### src/rtl/apb_master_if.sv
// APB bus between apb_master and the slave side. The master drives
// address, control and write data; the slave returns read data and ready.
interface apb_master_if #(
    parameter int DATA = 32,
    parameter int ADDR = 32
);
    logic [ADDR-1:0] paddr;
    logic            pwrite;
    logic [DATA-1:0] pwdata;
    logic            psel;
    logic            penable;
    logic [DATA-1:0] prdata;
    logic            pready;

    modport master (
        output paddr, pwrite, pwdata, psel, penable,
        input  prdata, pready
    );

    modport slave (
        input  paddr, pwrite, pwdata, psel, penable,
        output prdata, pready
    );
endinterface

### src/rtl/apb_master.sv
// Single-outstanding APB requester: valid/ready command in, SETUP/ACCESS on
// the bus, one-cycle response strobe out (read data or timeout).
module apb_master #(
    parameter int DATA    = 32,
    parameter int ADDR    = 32,
    parameter int TIMEOUT = 16,
    parameter int TO_W    = 8
) (
    input  logic            pclk,
    input  logic            presetn,
    input  logic            cmd_valid,
    output logic            cmd_ready,
    input  logic            cmd_write,
    input  logic [ADDR-1:0] cmd_addr,
    input  logic [DATA-1:0] cmd_wdata,
    output logic            rsp_valid,
    output logic [DATA-1:0] rsp_rdata,
    output logic            rsp_timeout,
    apb_master_if.master    apb
);

    typedef enum logic [1:0] {IDLE, SETUP, ACCESS} state_t;

    localparam logic [TO_W-1:0] TO_LAST = (TIMEOUT == 0) ? '0 : TO_W'(TIMEOUT - 1);

    state_t          state, state_nxt;
    logic [TO_W-1:0] wait_cnt;
    logic            accept, done_ok, done_to, to_hit;
    logic [ADDR-1:0] paddr_q;
    logic            pwrite_q;
    logic [DATA-1:0] pwdata_q;
    logic            psel_q, penable_q;

    assign to_hit    = (TIMEOUT != 0) && (wait_cnt == TO_LAST);
    // Gated with presetn so nothing upstream sees ready while the block is held in reset.
    assign cmd_ready = presetn && (state == IDLE);

    assign apb.paddr   = paddr_q;
    assign apb.pwrite  = pwrite_q;
    assign apb.pwdata  = pwdata_q;
    assign apb.psel    = psel_q;
    assign apb.penable = penable_q;

    always_ff @(posedge pclk or negedge presetn) begin
        if (!presetn) state <= IDLE;
        else          state <= state_nxt;
    end

    always_comb begin
        state_nxt = state;
        accept    = 1'b0;
        done_ok   = 1'b0;
        done_to   = 1'b0;
        unique case (state)
            IDLE: begin
                if (cmd_valid) begin
                    accept    = 1'b1;
                    state_nxt = SETUP;
                end
            end
            SETUP: state_nxt = ACCESS;
            ACCESS: begin
                // pready wins over an expiring counter on the same edge
                if (apb.pready) begin
                    done_ok   = 1'b1;
                    state_nxt = IDLE;
                end else if (to_hit) begin
                    done_to   = 1'b1;
                    state_nxt = IDLE;
                end
            end
            default: state_nxt = IDLE;
        endcase
    end

    always_ff @(posedge pclk or negedge presetn) begin
        if (!presetn) begin
            paddr_q     <= '0;
            pwrite_q    <= 1'b0;
            pwdata_q    <= '0;
            psel_q      <= 1'b0;
            penable_q   <= 1'b0;
            rsp_valid   <= 1'b0;
            rsp_timeout <= 1'b0;
            rsp_rdata   <= '0;
            wait_cnt    <= '0;
        end else begin
            psel_q      <= (state_nxt != IDLE);
            penable_q   <= (state_nxt == ACCESS);
            rsp_valid   <= done_ok || done_to;
            rsp_timeout <= done_to;
            if (accept) begin
                paddr_q  <= cmd_addr;
                pwrite_q <= cmd_write;
                pwdata_q <= cmd_wdata;
                wait_cnt <= '0;
            end else if (state == ACCESS && !apb.pready) begin
                wait_cnt <= wait_cnt + 1'b1;
            end
            if (done_ok && !pwrite_q) rsp_rdata <= apb.prdata;
        end
    end

endmodule
### src/flat_wrapper.sv
// flat-port wrapper written by rule: the top's interface ports become plain ports
module apb_master_flat 
#(
    parameter int DATA    = 32,
    parameter int ADDR    = 32,
    parameter int TIMEOUT = 16,
    parameter int TO_W    = 8
)
  (pclk, presetn, cmd_valid, cmd_ready, cmd_write, cmd_addr, cmd_wdata, rsp_valid, rsp_rdata, rsp_timeout, apb_paddr, apb_pwrite, apb_pwdata, apb_psel, apb_penable, apb_prdata, apb_pready);
  apb_master_if #(.DATA(DATA), .ADDR(ADDR)) apb_i ();
  input  logic pclk;
  input  logic presetn;
  input  logic cmd_valid;
  output logic cmd_ready;
  input  logic cmd_write;
  input  logic [ADDR-1:0] cmd_addr;
  input  logic [DATA-1:0] cmd_wdata;
  output logic rsp_valid;
  output logic [DATA-1:0] rsp_rdata;
  output logic rsp_timeout;
  output wire logic [$bits(apb_i.paddr)-1:0] apb_paddr;
  output wire logic [$bits(apb_i.pwrite)-1:0] apb_pwrite;
  output wire logic [$bits(apb_i.pwdata)-1:0] apb_pwdata;
  output wire logic [$bits(apb_i.psel)-1:0] apb_psel;
  output wire logic [$bits(apb_i.penable)-1:0] apb_penable;
  input wire logic [$bits(apb_i.prdata)-1:0] apb_prdata;
  input wire logic [$bits(apb_i.pready)-1:0] apb_pready;
  assign apb_paddr = apb_i.paddr;
  assign apb_pwrite = apb_i.pwrite;
  assign apb_pwdata = apb_i.pwdata;
  assign apb_psel = apb_i.psel;
  assign apb_penable = apb_i.penable;
  assign apb_i.prdata = apb_prdata;
  assign apb_i.pready = apb_pready;
  apb_master #(.DATA(DATA), .ADDR(ADDR), .TIMEOUT(TIMEOUT), .TO_W(TO_W)) u_core (.pclk(pclk), .presetn(presetn), .cmd_valid(cmd_valid), .cmd_ready(cmd_ready), .cmd_write(cmd_write), .cmd_addr(cmd_addr), .cmd_wdata(cmd_wdata), .rsp_valid(rsp_valid), .rsp_rdata(rsp_rdata), .rsp_timeout(rsp_timeout), .apb(apb_i));
endmodule
### config.mk
export PLATFORM = sky130hd
export DESIGN_NAME = apb_master_flat
export DESIGN_NICKNAME = d
export VERILOG_FILES = /design/src/rtl/apb_master_if.sv /design/src/rtl/apb_master.sv /design/src/flat_wrapper.sv
export SDC_FILE = /design/constraint.sdc
export NUM_CORES = 1
export LEC_CHECK = 0
export ABC_AREA = 1
export CAP_MARGIN = 15
export CORE_ASPECT_RATIO = 0.8
export CORE_MARGIN = 2
export CORE_UTILIZATION = 42
export CTS_CLUSTER_DIAMETER = 60
export CTS_CLUSTER_SIZE = 25
export DETAILED_ROUTE_END_ITERATION = 12
export PLACE_DENSITY = 0.81
export SKIP_LAST_GASP = 1
export SYNTH_ARGS = -nofsm -noshare
export SYNTH_HDL_FRONTEND = slang
export SYNTH_SLANG_ARGS = --single-unit
### constraint.sdc
create_clock -name pclk -period 1.35 [get_ports pclk]
set_input_delay 0.27 -clock pclk [delete_from_list [all_inputs] [get_ports pclk]]
set_output_delay 0.27 -clock pclk [all_outputs]
set_load 0.02 [all_outputs]
==> results.txt <==
----------------------------------------------------
[STA]
  Final Setup Violations ... 0
  Max Clock Freq ... 742.7 MHz
  Hold_ws ... 0.07579 ns
  Max-Slew Margin vs Limit ... 54.03%
  Setup repair after global routing missed its margin ... yes
  Minimum clock period ... ~1.3 ns
  Slew of the pin with the lowest slew margin ... ~0.69 ns
  Total count of hold-check failures in the final report ... 0
  Final worst slack ... 0.003604 ns
  Final Max Slew Viols ... 0
  Fraction of the cycle the final worst path needs ... 99.73%
  Clock tree skew after final layout ... between 0.004 and 0.005 ns

[Global route]
  Global-route congestion overflow total ... 0
  Initial antenna violation count ... 0
  Via count of the first global-routing pass ... 3997
  Largest net degree at the start of global routing ... 63
  GRT Overall Usage ... 20.84%
  Wire length of the first global-routing pass ... 18.96 mm

[Floorplanning]
  Die Height ... 96.55 µm
  Die X ... between 100 and 150 µm
  Area inside the core boundary ... slightly above 0.01 mm²
  Initial standard-cell utilization of the core ... 43.56%
  Area of the die ... around 0.012 mm²
  Number of core rows ... 33
  Top-Level Pins ... 203

[Clock network]
  Worst-Skew Late Latency ... 0.34 ns
  CTS Hold Buffers Added ... 0
  Number of buffers created by CTS ... 9
  CTS clock-pin slew for the worst setup and hold paths ... 0.07 ns
  Clk Tree Root Cell ... sky130_fd_sc_hd__clkbuf_16
  Deepest clock path buffer count ... 2
  CTS tree ... built
  H-tree lvl count ... 3
  # clock sinks ... 111

[Worst hold path]
  Path class of the lowest-slack min-delay path ... in -> async

[Finish]
  Combined area of the multi-input logic cells ... 0.001435 mm²
  Fraction of final layout cells with drive strength greater than 1 ... 11.39%
  Total area of sequential cells ... 0.002778 mm²
  Filler Cell Count ... 808
  Post-layout net count ... 808
  Number of standard cells in the final layout excluding fillers ... about 850
  Area growth syn-to-layout ... 56.82%
  Diodes inserted ... 0

[Yosys]
  Dominant cell type by area after synthesis ... sky130_fd_sc_hd__dfrtp_1
  Cell types with the largest area share after synthesis ... sky130_fd_sc_hd__dfrtp_1 (62%), sky130_fd_sc_hd__nand2_1 (21%), sky130_fd_sc_hd__o21ai_2 (4.7%)
  Synthesized netlist cell count ... 493
  Avg Synthesized Cell Area ... 9.121 µm²
  Portion of the post-synthesis area used by sequential elements ... between 60% and 70%
  Mapped Area ... 0.004497 mm²
  Post-synth EDFFs ... 0
  Most repeated cell in the gate-level netlist after synthesis ... sky130_fd_sc_hd__nand2_1
  Post-synthesis cell type count ... 24
  Synth cell count leaders ... sky130_fd_sc_hd__nand2_1 (253), sky130_fd_sc_hd__dfrtp_1 (111), sky130_fd_sc_hd__inv_1 (42)
  Synthesized flop and latch total ... 111
  Synth top area share ... around 62%
  Number of nets produced by synthesis ... roughly 600
  Number of warnings printed during yosys synthesis ... 0
  Async SR Flop Fraction ... 100.0%
  Synth Flop Type ... sky130_fd_sc_hd__dfrtp_1

[Critical path]
  Startpoint of the most critical register-to-register path ... u_core.state[0]
  Top cell family by delay on the critical path ... flip-flops
  Crit path buf inv count ... 1
  Launching element of the worst setup path ... u_core.state[1]
  Worst reg2reg path depth ... 7
  Slack of the worst reg-to-reg path ... 0.02 ns
  Critical path capture point type ... output port
  Reg-to-Reg End ... u_core.wait_cnt[3]
  CP endpoint ... cmd_ready
  Worst Path Arrival ... 1.08 ns
  CP max FO ... 2
  Startpoint kind of the worst setup timing path ... register
  Max incr delay on CP ... approximately 0.40 ns
  Library cell contributing the largest single delay on the critical path ... sky130_fd_sc_hd__dfrtp_1
  Cells along the critical path ... nor3b_2 > buf_4
  Category of the critical setup timing path ... reg -> out
  Logic depth of the worst setup path including buffers ... 2
  CP Data Required Time ... between 1 and 1.5 ns

[Detailed routing]
  DRC ... 0
  Detailed-routed wire length on met3 ... 795 µm
  Routed wl met2 ... 6.279 mm
  Highest metal layer with signal wires ... met4
  Via-per-instance ratio ... 4.689
  Via count ... 3990
  Average detailed-routed wire length per instance ... 14.27 µm
  Number of search-and-repair iterations in the first detailed-routing pass ... 6
  Sum of routed wire segments on met1 ... a little under 5 mm
  Residual antenna-violating net count after detailed routing ... 0
  Number of DRC markers after the initial detailed-route iteration ... 224
  Total routed wirelength ... 12.15 mm

[Placed design]
  Estimated wirelength of the detail-placed design ... 8.770 mm
  Post-placement worst setup slack ... -0.1180 ns
  Final GP Congestion ... around 0.8
  Count of port buffers added during placement ... between 200 and 250
  Total instance count after detailed placement ... 831

[Power]
  Peak supply drop ... 1100 µV
  Power per standard cell area ... 2197 mW/mm²
  Leakage power of the design ... between 3 and 4 nW

[Run status]
  Outcome ... complete, no violations

[Flow run]
  Max-cap check violation count ... 0

----------------------------------------------------
-- cell families after synthesis --
group / after synthesis / share of synthesized area (%)
compound gates: 38 / 6.232
fa+ha+maj: 1 / 0.2782
buf+inv: 65 / 7.151
simple gates: 278 / 24.57
flops: 111 / 61.77
-- layer usage --
| layer | track usage, % | vias to the layer above |
|---|---|---|
| met2 | 37.90 | 161 |
| met3 | 5.164 | 12 |
| met4 | 5.784 | 0 |
| met1 | 24.99 | 1904 |
| li1 | - | 1913 |
| met5 | 0 | - |
-- layout make-up --
type                    count  area share [%]
inverters                  45           2.466
clock buffers               9           3.194
repair buffers            222           30.96
well taps                 140           2.484
multi-input cells         317           20.35
clock inverters             7           1.153
flip-flops and latches    111           39.39
-- layout by cell type (no fill, tap or decap), types with 2 or more instances in the layout --
cell type	count
sky130_fd_sc_hd__nand3_1	3
sky130_fd_sc_hd__clkinvlp_4	3
sky130_fd_sc_hd__buf_4	14
sky130_fd_sc_hd__a21oi_1	3
sky130_fd_sc_hd__clkdlybuf4s50_1	99
sky130_fd_sc_hd__nand2_1	250
sky130_fd_sc_hd__dfrtp_1	111
sky130_fd_sc_hd__buf_6	2
sky130_fd_sc_hd__buf_12	3
sky130_fd_sc_hd__nor2_1	9
sky130_fd_sc_hd__clkbuf_2	3
sky130_fd_sc_hd__o21ai_1	8
sky130_fd_sc_hd__clkbuf_16	10
sky130_fd_sc_hd__inv_4	2
sky130_fd_sc_hd__nand4_1	2
sky130_fd_sc_hd__nand3_2	2
sky130_fd_sc_hd__nor2_4	2
sky130_fd_sc_hd__nor3_1	2
sky130_fd_sc_hd__clkdlybuf4s15_1	51
sky130_fd_sc_hd__nand2_2	2
sky130_fd_sc_hd__dlygate4sd2_1	47
sky130_fd_sc_hd__inv_1	41
sky130_fd_sc_hd__o21ai_0	3
sky130_fd_sc_hd__inv_2	2
sky130_fd_sc_hd__o21ai_2	24
-- worst register-to-register path, cell delays in order (launching register included) --
cell                      delay (ns)
sky130_fd_sc_hd__dfrtp_1        0.41
sky130_fd_sc_hd__buf_6          0.14
sky130_fd_sc_hd__inv_4          0.07
sky130_fd_sc_hd__nand2_4        0.06
sky130_fd_sc_hd__nor2_4         0.21
sky130_fd_sc_hd__buf_6          0.13
sky130_fd_sc_hd__a21oi_1        0.06
sky130_fd_sc_hd__nor3_1         0.17
-- power by group --
part | switching (W) | total, W | internal, W | leakage, nW
clock network | 0.00121 | 0.00267 | 0.00146 | 0.140
logic | 0.00428 | 0.00717 | 0.00290 | 2.15
registers | 0.000850 | 0.00565 | 0.00480 | 1.39
-- timing repair --
item	in CTS	in global routing
endpoints found under the setup margin	102	110
hold endpoints to repair	0	0
cloned	0	1
buffers inserted	0	3
pin swaps	0	5
gates resized for setup	104	78
-- stage by stage --
stage / instance area [µm²] / util, % / setup TNS [ns] / total power (W)
global route: 7052 / 68.32 / -1.436 / 0.01644
detailed placement: 6709 / 64.99 / -8.788 / 0.01362
finish: 7052 / 68.32 / 0 / 0.01549
CTS: 6890 / 66.75 / -0.2103 / 0.01531
floorplan: 4497 / - / 0 / 0.009575
global placement: 6709 / 64.99 / -6.508 / 0.01333
-- registers in the layout, indices dropped and copies added (netlist names), 2 cells and up --
register / cells
u_core.apb.paddr: 32
u_core.state: 2
u_core.wait_cnt: 8
u_core.apb.pwdata: 32
u_core.rsp_rdata: 32
-- worst min-delay path by stage --
stage	start	end	slack, ns	cells past startpoint
after detailed placement	presetn	u_core.apb.pwdata[20]	0.47	2
after CTS	presetn	u_core.apb.pwdata[5]	0.10	2
after global placement	presetn	u_core.apb.pwdata[13]	0.46	2
final	presetn	u_core.apb.pwdata[20]	0.08	2
after floorplan	presetn	u_core.apb.paddr[0]	-0.03	0
after global routing	presetn	u_core.apb.pwdata[12]	0.12	2
Note: power is estimated with default switching activity, not from simulation.
